## src/rtl/mem_access_ctrl_if.sv

```systemverilog
// mem_access_ctrl_if: control-unit request/status and RAM-side bus of the memory access controller.
interface mem_access_ctrl_if;
   logic        Req;
   logic        ReqWrite;
   logic [2:0]  ReqSize;
   logic [31:0] ReqAddr;
   logic [31:0] ReqData;
   logic        Busy;
   logic        Done;
   logic        Err;
   logic [1:0]  ErrCode;
   logic [31:0] RdData;
   logic        MOV;
   logic        ReadWrite;
   logic [2:0]  MS_2_0;
   logic [31:0] MemAddress;
   logic [31:0] MemDataIn;
   logic        MOCoff;
   logic        MOC;
   logic [31:0] MemDataOut;
   modport slave (
      input  Req, ReqWrite, ReqSize, ReqAddr, ReqData, MOC, MemDataOut,
      output Busy, Done, Err, ErrCode, RdData, MOV, ReadWrite, MS_2_0, MemAddress, MemDataIn, MOCoff
   );
   modport master (
      output Req, ReqWrite, ReqSize, ReqAddr, ReqData, MOC, MemDataOut,
      input  Busy, Done, Err, ErrCode, RdData, MOV, ReadWrite, MS_2_0, MemAddress, MemDataIn, MOCoff
   );
endinterface

```

## src/rtl/mem_access_ctrl.sv

```systemverilog
// mem_access_ctrl: Moore FSM sequencing one RAM access per request with MOC handshake, alignment checks and timeout.
module mem_access_ctrl #(
   parameter int TIMEOUT = 8
) (
   input logic              Clk,
   input logic              nReset,
   mem_access_ctrl_if.slave bus
);
   typedef enum logic [2:0] {IDLE, ISSUE, WAIT, CLEAR, DONE, ERR} state_t;
   localparam logic [7:0] TO_M1 = 8'(TIMEOUT - 1);
   state_t      state;
   logic [31:0] mar, mdr, rd_data;
   logic        wr;
   logic [2:0]  size;
   logic [7:0]  cnt;
   logic [1:0]  err_code;
   assign bus.Busy       = state inside {ISSUE, WAIT, CLEAR};
   assign bus.MOV        = state == WAIT;
   assign bus.MOCoff     = state inside {CLEAR, ERR};
   assign bus.Done       = state == DONE;
   assign bus.Err        = state == ERR;
   assign bus.ErrCode    = err_code;
   assign bus.RdData     = rd_data;
   assign bus.ReadWrite  = ~wr;
   assign bus.MS_2_0     = size;
   assign bus.MemAddress = mar;
   assign bus.MemDataIn  = mdr;
   always_ff @(posedge Clk or negedge nReset) begin
      if (!nReset) begin
         state    <= IDLE;
         mar      <= '0;
         mdr      <= '0;
         rd_data  <= '0;
         wr       <= 1'b0;
         size     <= '0;
         cnt      <= '0;
         err_code <= '0;
      end else begin
         case (state)
            IDLE: if (bus.Req) begin
               mar  <= bus.ReqAddr;
               mdr  <= bus.ReqData;
               wr   <= bus.ReqWrite;
               size <= bus.ReqSize;
               if (bus.ReqSize[1:0] == 2'b11) begin
                  err_code <= 2'b10;
                  state    <= ERR;
               end else if ((bus.ReqSize[1:0] == 2'b01 && bus.ReqAddr[0]) ||
                            (bus.ReqSize[1:0] == 2'b10 && bus.ReqAddr[1:0] != 2'b00)) begin
                  err_code <= 2'b01;
                  state    <= ERR;
               end else state <= ISSUE;
            end
            ISSUE: begin
               cnt   <= '0;
               state <= WAIT;
            end
            WAIT: if (bus.MOC) begin
               if (!wr) rd_data <= bus.MemDataOut;
               state <= CLEAR;
            end else if (cnt == TO_M1) begin
               err_code <= 2'b11;
               state    <= ERR;
            end else cnt <= cnt + 8'd1;
            CLEAR: if (!bus.MOC) state <= DONE;
            default: state <= IDLE;
         endcase
      end
   end
endmodule

```

## src/flat_wrapper.sv

```systemverilog
// flat-port wrapper written by rule: the top's interface ports become plain ports
module mem_access_ctrl_flat 
#(
   parameter int TIMEOUT = 8
)
  (Clk, nReset, bus_Req, bus_ReqWrite, bus_ReqSize, bus_ReqAddr, bus_ReqData, bus_MOC, bus_MemDataOut, bus_Busy, bus_Done, bus_Err, bus_ErrCode, bus_RdData, bus_MOV, bus_ReadWrite, bus_MS_2_0, bus_MemAddress, bus_MemDataIn, bus_MOCoff);
  mem_access_ctrl_if bus_i ();
  input logic Clk;
  input logic nReset;
  input wire logic [$bits(bus_i.Req)-1:0] bus_Req;
  input wire logic [$bits(bus_i.ReqWrite)-1:0] bus_ReqWrite;
  input wire logic [$bits(bus_i.ReqSize)-1:0] bus_ReqSize;
  input wire logic [$bits(bus_i.ReqAddr)-1:0] bus_ReqAddr;
  input wire logic [$bits(bus_i.ReqData)-1:0] bus_ReqData;
  input wire logic [$bits(bus_i.MOC)-1:0] bus_MOC;
  input wire logic [$bits(bus_i.MemDataOut)-1:0] bus_MemDataOut;
  output wire logic [$bits(bus_i.Busy)-1:0] bus_Busy;
  output wire logic [$bits(bus_i.Done)-1:0] bus_Done;
  output wire logic [$bits(bus_i.Err)-1:0] bus_Err;
  output wire logic [$bits(bus_i.ErrCode)-1:0] bus_ErrCode;
  output wire logic [$bits(bus_i.RdData)-1:0] bus_RdData;
  output wire logic [$bits(bus_i.MOV)-1:0] bus_MOV;
  output wire logic [$bits(bus_i.ReadWrite)-1:0] bus_ReadWrite;
  output wire logic [$bits(bus_i.MS_2_0)-1:0] bus_MS_2_0;
  output wire logic [$bits(bus_i.MemAddress)-1:0] bus_MemAddress;
  output wire logic [$bits(bus_i.MemDataIn)-1:0] bus_MemDataIn;
  output wire logic [$bits(bus_i.MOCoff)-1:0] bus_MOCoff;
  assign bus_i.Req = bus_Req;
  assign bus_i.ReqWrite = bus_ReqWrite;
  assign bus_i.ReqSize = bus_ReqSize;
  assign bus_i.ReqAddr = bus_ReqAddr;
  assign bus_i.ReqData = bus_ReqData;
  assign bus_i.MOC = bus_MOC;
  assign bus_i.MemDataOut = bus_MemDataOut;
  assign bus_Busy = bus_i.Busy;
  assign bus_Done = bus_i.Done;
  assign bus_Err = bus_i.Err;
  assign bus_ErrCode = bus_i.ErrCode;
  assign bus_RdData = bus_i.RdData;
  assign bus_MOV = bus_i.MOV;
  assign bus_ReadWrite = bus_i.ReadWrite;
  assign bus_MS_2_0 = bus_i.MS_2_0;
  assign bus_MemAddress = bus_i.MemAddress;
  assign bus_MemDataIn = bus_i.MemDataIn;
  assign bus_MOCoff = bus_i.MOCoff;
  mem_access_ctrl #(.TIMEOUT(TIMEOUT)) u_core (.Clk(Clk), .nReset(nReset), .bus(bus_i));
endmodule
```

## config.mk

```make
export PLATFORM = sky130hd
export DESIGN_NAME = mem_access_ctrl_flat
export DESIGN_NICKNAME = d
export VERILOG_FILES = /design/src/rtl/mem_access_ctrl_if.sv /design/src/rtl/mem_access_ctrl.sv /design/src/flat_wrapper.sv
export SDC_FILE = /design/constraint.sdc
export NUM_CORES = 1
export LEC_CHECK = 0
export ABC_CLOCK_PERIOD_IN_PS = 1700
export BUFFER_PORTS_ARGS = -buffer_cell sky130_fd_sc_hd__buf_2
export CORE_MARGIN = 1
export CORE_UTILIZATION = 42
export CTS_CLUSTER_SIZE = 8
export DETAILED_ROUTE_END_ITERATION = 6
export GPL_TIMING_DRIVEN = 0
export HOLD_SLACK_MARGIN = 0.15
export PLACE_DENSITY = 0.83
export SLEW_MARGIN = 20
export SYNTH_ARGS = -nofsm -noshare
export SYNTH_HDL_FRONTEND = slang
export SYNTH_SLANG_ARGS = --single-unit
```

## constraint.sdc

```tcl
create_clock -name Clk -period 1.7 [get_ports Clk]
set_input_delay 0.34 -clock Clk [delete_from_list [all_inputs] [get_ports Clk]]
set_output_delay 0.34 -clock Clk [all_outputs]
set_load 0.01 [all_outputs]
```

==> flow_summary.json <==
{
  "status": "finished, violations left",
  "violations": "setup timing",
  "cts_buffer_depth": 2,
  "cell_internal_pwr_mw": 8.75,
  "grt_max_degree": 59,
  "synth-simple-area-share": 0.0475,
  "synth_seq_cells": 113,
  "grt_pass1_wl_mm": 19.5,
  "cp_max_fo": 6,
  "place.gp.congestion": 0.813,
  "dieArea_um2": 11100,
  "synth_xor_xnor_area_share": 0.00978,
  "synth_top_family_by_area": "multiplexers",
  "synth_top_cell_area_share": 0.632,
  "post-route-period-util": 1.03,
  "synthTopCellsByCount": "dfrtp_1, mux2_2, buf_2, nor2_1",
  "p_switching_mw": 4.22,
  "io_buffers": 210,
  "ir_drop_mv": 1.06,
  "cp-start-kind": "register",
  "dp_slack_ns": -0.332,
  "placed_cells": 640,
  "synthMuxAreaShare": 0.251,
  "drt_iter0_drc": 115,
  "grtUsageTotal": 0.229,
  "timing.fmax_ghz": 0.569,
  "antenna_found_initial": 0,
  "ys_seq_area_frac": 0.632,
  "grt_pass1_vias": 4124,
  "multi_input_area_um2": 1650,
  "timing.final.ws_setup_ns": -0.0583,
  "synth_cell_type_count": 38,
  "worst_pin_slew_ns": 0.522,
  "period_minus_slack_ns": 1.76,
  "path_cells": "buf_6, xor2_1, and2_1, buf_2",
  "die_w_um": 105,
  "syn_inst": 293,
  "stdcell_count": 782,
  "dieHeight_um": 105,
  "skew_ns": 0.00865,
  "ant_nets": 0,
  "syn_nets": 398,
  "synthAdderAreaFrac": 0.00280,
  "rrSetupSlack_ns": 0.01,
  "htreeDepth": 4,
  "core_area_um2": 10300,
  "slowest_delay_ns": 0.38,
  "path_class": "reg2out",
  "numCtsBuffers": 17,
  "row_count": 37,
  "fillers": 660,
  "power_leakage_nw": 3.58,
  "clock-sinks": 113,
  "yosys-top-cells-area": "dfrtp_1, mux2_2, buf_2, nor2_1, nand3_1",
  "synthMostInstantiatedCell": "dfrtp_1",
  "drc": 0,
  "clkPwrFrac": 0.235,
  "nets": 737,
  "p_comb_frac": 0.402,
  "areaGrowthSynthToFinish_pct": 67.9,
  "finalWirelength_mm": 12.3,
  "initial_core_util": 0.434,
  "tritoncts": "built",
  "hold_viol": 0,
  "synth_top_cell_by_area": "dfrtp_1",
  "dr.pass1.iters": 4,
  "ys.flop_type": "dfrtp_1",
  "cp-end-kind": "output port",
  "clk_pin_slew_worst_paths_ns": 0.05,
  "cp_slowest_cell": "dfrtp_1",
  "async_flop_share": 1.00,
  "max-slew-margin-rel": 0.652,
  "dpl-instance-area_um2": 5730,
  "syn_area_per_cell_um2": 15.3,
  "worstSkewPairLatency_ns": 0.50,
  "stdcell_area_um2": 7510,
  "hold_path.class": "in2reg",
  "boundaryPins": 211,
  "crit_arrival_ns": 1.42,
  "ys_warn_count": 0,
  "rsz0062_at_grt": "true",
  "crit_required_ns": 1.36,
  "power_density_nw_per_um2": 1730,
  "synth-compound-area-share": 0.0383,
  "finalCoreUtilization": 0.728,
  "p_sw_frac": 0.326,
  "ctsRootBufferMaster": "clkbuf_8",
  "p_seq_frac": 0.362,
  "vias_per_cell": 4.81,
  "grt_overflow": 0,
  "drv_slew": 0,
  "wl_per_cell_um": 15.7,
  "setup_viol_count_final": 2,
  "synth_area_um2": 4480,
  "layout-drive-gt1-share": 0.586,
  "drv_cap": 0,
  "synth_edf_count": 0,
  "seq_area_um2": 2830,
  "dpl.hpwl_mm": 7.42,
  "vias": 3760
}
placed cells by master, fill, tap and decap left out, types with 2 or more instances in the layout:
master           n
buf_2          209
dfrtp_1        112
dlygate4sd3_1  101
mux2_2          99
clkbuf_16       16
buf_4           10
nor2_1           9
buf_6            6
buf_8            6
nand2_1          6
clkinv_2         6
clkbuf_8         5
clkbuf_1         5
inv_1            3
o21ai_0          3
nand3_1          3
xnor2_1          3
xor2_1           2
and2_1           2
nand3_2          2
o21ai_2          2
a211oi_2         2
o211ai_1         2
o31ai_1          2
area by class of cell:
type / count / area share
well taps: 136 / 0.0226
repair buffers: 322 / 0.290
diodes: 1 / 0.000333
flip-flops and latches: 113 / 0.376
multi-input cells: 163 / 0.219
inverters: 3 / 0.00150
plain buffers: 12 / 0.0211
clock buffers: 26 / 0.0649
clock inverters: 6 / 0.00400
worst max-delay path, delay by kind of cell, from the launching register on:
family	cells	cell delay (ns)
buffers and inverters	2	0.27
AND/OR/NAND/NOR	1	0.13
flip-flops	1	0.38
XOR/XNOR	1	0.15
path summary, 6_finish.rpt:
| path | to | from | cells after the start |
|---|---|---|---|
| hold reg to reg | u_core.bus.MemAddress[19] | u_core.bus.MemAddress[19] | 1 |
| setup reg to reg | u_core.bus.MemAddress[6] | u_core.state[2] | 4 |
| hold / removal | u_core.state[0] | bus_MOC | 3 |
| setup / recovery | bus_MOCoff | u_core.state[1] | 4 |
| max in group asynchronous | u_core.bus.MemAddress[9] | nReset | 3 |
| min in group asynchronous | u_core.bus.MemDataIn[31] | nReset | 2 |
logic make-up after synthesis:
logic type               Yosys count
AO/OA/AOI/OAI                     20
XOR/XNOR                           5
adder cells (fa/ha/maj)            1
buffers and inverters             17
flip-flops                       113
multiplexers                     100
AND/OR/NAND/NOR                   37
power by group through the flow:
stage | Clock (mW) | Sequential, mW | Combinational [mW]
2_1_floorplan | 0 | 5.21 | 2.06
3_3_place_gp | 0 | 4.55 | 4.43
3_5_place_dp | 0 | 4.63 | 4.59
4_1_cts | 3.11 | 4.66 | 4.97
5_1_grt | 3.25 | 4.85 | 5.58
6_report | 3.05 | 4.70 | 5.22
through the flow:
stage	hold slack (ns)	power, mW	TNS (ns)
2_1_floorplan	0.0444	7.27	0
3_3_place_gp	0.481	8.99	-119.22
3_5_place_dp	0.338	9.23	-20.38
4_1_cts	0.176	12.7	-1.56
5_1_grt	0.222	13.7	-3.31
6_report	0.228	13.0	-0.102
sequential cells by signal (all words and copies together), names as in the netlist:
register / flops
u_core.bus.MS_2_0: 3
u_core.bus.MemAddress: 32
u_core.bus.RdData: 32
u_core.state: 3
u_core.wr: 1
u_core.bus.MemDataIn: 32
u_core.cnt: 8
u_core.bus.ErrCode: 2
routing by layer:
metal  up-vias  share of wire  global-route usage
met3        25          0.049              0.0668
met4         0          0.021               0.104
met2       143           0.55               0.421
met5         -              0                   0
met1      1859           0.38               0.241
li1       1733              -                   -
timing repair:
| item | in CTS | in global routing |
|---|---|---|
| pin swaps | 3 | 5 |
| hold buffers | 101 | 0 |
| buffers inserted | 9 | 1 |
| gates resized for setup | 19 | 33 |
| hold endpoints to repair | 156 | 0 |
| setup endpoints to repair | 110 | 102 |
(Power assumes the default switching activity.)
